--- config.mk ---
export PLATFORM = sky130hd
export DESIGN_NAME = insn_fetch
export DESIGN_NICKNAME = d
export VERILOG_FILES = /design/src/rtl/wf8_pkg.sv /design/src/rtl/insn_fetch_pc_reg.sv /design/src/rtl/insn_fetch.sv
export SDC_FILE = /design/constraint.sdc
export NUM_CORES = 1
export LEC_CHECK = 0
export ABC_AREA = 1
export BUFFER_PORTS_ARGS = -buffer_cell sky130_fd_sc_hd__buf_2
export CORE_ASPECT_RATIO = 0.9
export CORE_MARGIN = 8
export CORE_UTILIZATION = 40
export CTS_BUF_LIST = sky130_fd_sc_hd__clkbuf_4 sky130_fd_sc_hd__clkbuf_8
export DETAILED_ROUTE_END_ITERATION = 16
export HOLD_SLACK_MARGIN = 0.12
export SYNTH_ARGS = -nofsm -noshare
export SYNTH_HDL_FRONTEND = slang
export SYNTH_HIERARCHICAL = 1
export SYNTH_SLANG_ARGS = --single-unit
--- constraint.sdc ---
create_clock -name clk -period 2.3 [get_ports clk]
set_input_delay 0.23 -clock clk [delete_from_list [all_inputs] [get_ports clk]]
set_output_delay 0.23 -clock clk [all_outputs]
set_load 0.02 [all_outputs]
--- src/rtl/wf8_pkg.sv ---
// Shared constants and fetch-state encoding for the WF8 8-bit core.
package wf8_pkg;

    localparam int unsigned ADDR_W = 8;
    localparam int unsigned INSN_W = 8;
    localparam logic [ADDR_W-1:0] RESET_PC = ADDR_W'(0);

    typedef enum logic [1:0] {
        S_IDLE  = 2'd0,
        S_REQ   = 2'd1,
        S_HOLD  = 2'd2,
        S_DRAIN = 2'd3
    } fetch_state_e;

endpackage

--- src/rtl/insn_fetch_pc_reg.sv ---
// Program counter: synchronous reset, redirect load and wrapping increment.
module pc_reg #(
    parameter int unsigned W = 8,
    parameter logic [W-1:0] RESET_VAL = '0
) (
    input  logic         clk,
    input  logic         rst,
    input  logic         load,
    input  logic [W-1:0] load_val,
    input  logic         inc,
    output logic [W-1:0] pc
);

    // Load wins over increment; the increment wraps modulo 2^W.
    always_ff @(posedge clk) begin
        if (rst) begin
            pc <= RESET_VAL;
        end else if (load) begin
            pc <= load_val;
        end else if (inc) begin
            pc <= pc + W'(1);
        end
    end

endmodule

--- src/rtl/insn_fetch.sv ---
// WF8 instruction fetch: owns the PC, talks to instruction memory and holds
// one fetched instruction for the decoder; redirects drain stale responses.
module insn_fetch
    import wf8_pkg::*;
(
    input  logic              clk,
    input  logic              rst,
    output logic              imem_req,
    output logic [ADDR_W-1:0] imem_addr,
    input  logic              imem_valid,
    input  logic [INSN_W-1:0] imem_rdata,
    output logic [INSN_W-1:0] insn_out,
    output logic [ADDR_W-1:0] insn_pc,
    output logic              insn_valid,
    input  logic              insn_ready,
    input  logic              redirect_en,
    input  logic [ADDR_W-1:0] redirect_pc
);

    fetch_state_e      state_q, state_d;
    logic              req_d;
    logic [ADDR_W-1:0] addr_d;
    logic              valid_d;
    logic [INSN_W-1:0] out_d;
    logic [ADDR_W-1:0] ipc_d;
    logic [ADDR_W-1:0] pc;
    logic              pc_load;
    logic              pc_inc;

    pc_reg #(
        .W         (ADDR_W),
        .RESET_VAL (RESET_PC)
    ) u_pc_reg (
        .clk      (clk),
        .rst      (rst),
        .load     (pc_load),
        .load_val (redirect_pc),
        .inc      (pc_inc),
        .pc       (pc)
    );

    always_ff @(posedge clk) begin
        if (rst) begin
            state_q    <= S_IDLE;
            imem_req   <= 1'b0;
            imem_addr  <= '0;
            insn_valid <= 1'b0;
            insn_out   <= '0;
            insn_pc    <= '0;
        end else begin
            state_q    <= state_d;
            imem_req   <= req_d;
            imem_addr  <= addr_d;
            insn_valid <= valid_d;
            insn_out   <= out_d;
            insn_pc    <= ipc_d;
        end
    end

    // Redirect takes priority in every state; the request address only moves
    // once the outstanding request has completed.
    always_comb begin
        state_d = state_q;
        req_d   = imem_req;
        addr_d  = imem_addr;
        valid_d = insn_valid;
        out_d   = insn_out;
        ipc_d   = insn_pc;
        pc_load = 1'b0;
        pc_inc  = 1'b0;

        case (state_q)
            S_IDLE: begin
                if (redirect_en) begin
                    pc_load = 1'b1;
                end else begin
                    req_d   = 1'b1;
                    addr_d  = pc;
                    state_d = S_REQ;
                end
            end
            S_REQ: begin
                if (redirect_en) begin
                    pc_load = 1'b1;
                    if (imem_valid) begin
                        addr_d = redirect_pc;
                    end else begin
                        state_d = S_DRAIN;
                    end
                end else if (imem_valid) begin
                    out_d   = imem_rdata;
                    ipc_d   = imem_addr;
                    valid_d = 1'b1;
                    req_d   = 1'b0;
                    pc_inc  = 1'b1;
                    state_d = S_HOLD;
                end
            end
            S_HOLD: begin
                if (redirect_en) begin
                    pc_load = 1'b1;
                    valid_d = 1'b0;
                    req_d   = 1'b1;
                    addr_d  = redirect_pc;
                    state_d = S_REQ;
                end else if (insn_ready) begin
                    valid_d = 1'b0;
                    req_d   = 1'b1;
                    addr_d  = pc;
                    state_d = S_REQ;
                end
            end
            S_DRAIN: begin
                pc_load = redirect_en;
                if (imem_valid) begin
                    addr_d  = redirect_en ? redirect_pc : pc;
                    state_d = S_REQ;
                end
            end
            default: begin
                state_d = S_IDLE;
            end
        endcase
    end

endmodule

==> impl_results.md <==
- Setup TNS: 0 ns
- Clock power frac: 0.291
- CTS tree: done
- Fillers: 473
- Sw frac: 0.367
- Synthesized net count: 283
- Capture point of the worst reg-to-reg path: u_pc_reg/pc[4]
- Crit path max-delay family: simple AND/OR/NAND/NOR gates
- Commonest non-fill, non-tap cell in the layout: nand2_1
- Area delta synth->final: 18.7%
- Period utilisation layout: 0.741
- Reg-to-reg slack, setup: 0.60 ns
- Tot GR Track Use: 0.136
- Net Sw Power: 0.707 mW
- H-tree depth: 2
- Initial core utilization: 0.417
- Global-route wire length before repair: 7600 microns
- CP peak stage delay: 0.49 ns
- Final setup fails: 0
- Detailed placement HPWL: 3340 microns
- Later-pin clock latency in the skew report: 0.29 ns
- Layout cells sized above 1: 0.312
- Tmin final: 1.70 ns
- CP endpoint: u_pc_reg/pc[4]
- Post-synthesis register bit count: 36
- Fin. max-slew vios: 0
- Gate power share: 0.302
- CP startpoint: state_q[0]
- Antenna violations before repair: 0
- Most frequent CP cell: nand2_1
- Syn Inst Count: 261
- # clock sinks: 36
- Cell area after synthesis: 0.00186 sq mm
- Clock Tree Buf Depth: 2
- # port buffers: 46
- Hold buffers post-CTS: 0
- Crit path max fanout: 21
- Routed len/inst: 12.2 microns
- Worst reg2reg path depth: 7
- PostCTS Resize Cnt: 0
- CP max stage cell: dfxtp_1
- DR vias: 1754
- Number of global-route vias before repair: 1720
- Slew headroom: 0.545
- Skew final: 0.00737 ns
- WS Path Type: reg -> reg
- Overall die area: 0.00710 sq mm
- Crit path launch type: register
- Power density over cell area: 872 mW/mm^2
- Worst-Margin Slew: 0.681 ns
- Most frequent cells in the layout: nand2_1 (49), buf_2 (46), nor2_1 (44)
- Core area: 0.00446 sq mm
- Hold_sp: imem_rdata[5]
- Row count: 23
- Crit. End Element: register
- CP Cell Sequence: nand3_2 > nor2_4 > nand4_1 > nand2_1 > nand2_1 > o21ai_0 > inv_1
- Routability cong.: 0.888
- Routed WL: 4500 microns
- DIE HEIGHT: 80.7 microns
- Power Internal: 1.22 mW
- Pre-CTS setup slack: 0.589 ns
- Hold slack: 0.156 ns
- Register area share after synthesis: 0.387
- CP Buf/Inv Count: 1
- VDD IR max: 0.000449 V
- Via-to-Cell Ratio: 4.74
- Crit path required time: 2.49 ns
- I/O Pins: 47
- Total Nets Final: 329
- Placed Cells: 362
- Synth unique cells: 28
- TritonCTS buffer count: 5
- Die W: 87.9 microns
- Initial DRT Pass Iterations: 4
- Leak pwr: 1.12 nW
- Final hold vios: 0
- Final WS setup: 0.596 ns
- Max Clock Freq: 587 MHz
- RSZ-0062 raised after global routing: false
- FF-to-FF Start: state_q[0]
- Worst-path clk slew: 0.08 ns
- Critical Path Stages: 7
- Critical Path AT: 1.90 ns
- Congestion Overflow GR: 0
- Post-Syn Area per Cell: 7.13 sq um
- Largest net degree at the start of global routing: 27
- Iteration-0 DRC Markers: 109
- Warnings, synthesis: 6
- Diodes inserted: 0
- Finished Layout Cells: 370
- Sequential fraction of design power: 0.407
- CTS root buf: clkbuf_8
- Post-CTS Setup Inserts: 0
- Final ANT Viol Nets: 0
- Status: completed
- Worst hold path type: in -> reg
- Max-cap violations: 0
- # DRC: 0
-- cells by family after synthesis --
group / count (synthesis) / synth area share
AND/OR/NAND/NOR: 150 / 0.389
adder cells (fa/ha/maj): 1 / 0.00672
XOR/XNOR: 1 / 0.00471
buffers and inverters: 35 / 0.0968
flip-flops: 36 / 0.387
AO/OA/AOI/OAI: 38 / 0.116
-- synth_stat cells --
cell / count / area, sq um
inv_2: 5 / 18.8
nor2_4: 1 / 11.3
o21bai_1: 2 / 15.0
dfxtp_1: 36 / 721
nand3_2: 5 / 50.1
clkbuf_1: 1 / 3.75
inv_1: 21 / 78.8
o211ai_1: 1 / 7.51
a22oi_1: 4 / 30.0
buf_2: 1 / 5.00
nor2_2: 19 / 119
buf_4: 1 / 7.51
nor2_8: 1 / 20.0
xor2_1: 1 / 8.76
o21ai_0: 12 / 60.1
buf_12: 1 / 20.0
nand4_1: 1 / 6.26
o21ai_1: 10 / 50.1
nand3_1: 23 / 115
a21oi_1: 7 / 35.0
nand2_4: 2 / 22.5
a21oi_2: 2 / 17.5
inv_4: 2 / 12.5
nand2_1: 49 / 184
buf_6: 3 / 33.8
nand2_2: 5 / 31.3
nor2_1: 44 / 165
ha_1: 1 / 12.5
-- how the worst min path moves through the flow --
stage,depth (start not counted),slack [ns],to
floorplan,1,0.29,insn_valid
global placement,2,0.44,imem_req
detailed placement,3,0.46,insn_out[5]
CTS,3,0.14,insn_out[5]
global route,3,0.16,insn_out[6]
finish,3,0.16,insn_out[5]
-- metal layers --
| metal | share of wire | up-vias | wire (microns) | GRT usage |
|---|---|---|---|---|
| met4 | 0.017 | 0 | 78 | 0.0617 |
| met5 | 0 | - | 0 | 0 |
| met2 | 0.44 | 38 | 2000 | 0.214 |
| li1 | - | 923 | - | - |
| met3 | 0.068 | 7 | 304 | 0.0408 |
| met1 | 0.47 | 786 | 2130 | 0.166 |
-- through the flow --
step | power, mW | util | instance area [sq um]
2_1_floorplan | 1.26 | - | 1860
4_1_cts | 1.96 | 0.496 | 2210
5_1_grt | 2.06 | 0.496 | 2210
3_5_place_dp | 1.39 | 0.471 | 2100
3_3_place_gp | 1.38 | 0.471 | 2100
6_report | 1.93 | 0.496 | 2210
-- power by group through the flow --
stage / registers (mW) / logic, mW / clock network, mW
global placement: 0.799 / 0.583 / 0
CTS: 0.786 / 0.590 / 0.579
detailed placement: 0.799 / 0.586 / 0
finish: 0.785 / 0.582 / 0.562
floorplan: 0.859 / 0.401 / 0
global route: 0.800 / 0.655 / 0.601
-- worst reg2reg max path, cell delays in order (launching register included) --
cell	delay, ns
dfxtp_1	0.49
nand3_2	0.15
nor2_4	0.42
nand4_1	0.21
nand2_1	0.09
nand2_1	0.04
o21ai_0	0.14
inv_1	0.06
-- final cells by class --
class	instances	area (sq um)	area share
clock inverter	3	42.5	0.0192
sequential	36	721	0.326
inverter	28	110	0.0498
clock buffer	5	68.8	0.0311
timing repair buffer	46	230	0.104
multi-input combinational	190	961	0.435
tap	62	77.6	0.0351
No activity file was read; power rests on OpenSTA's default activity.
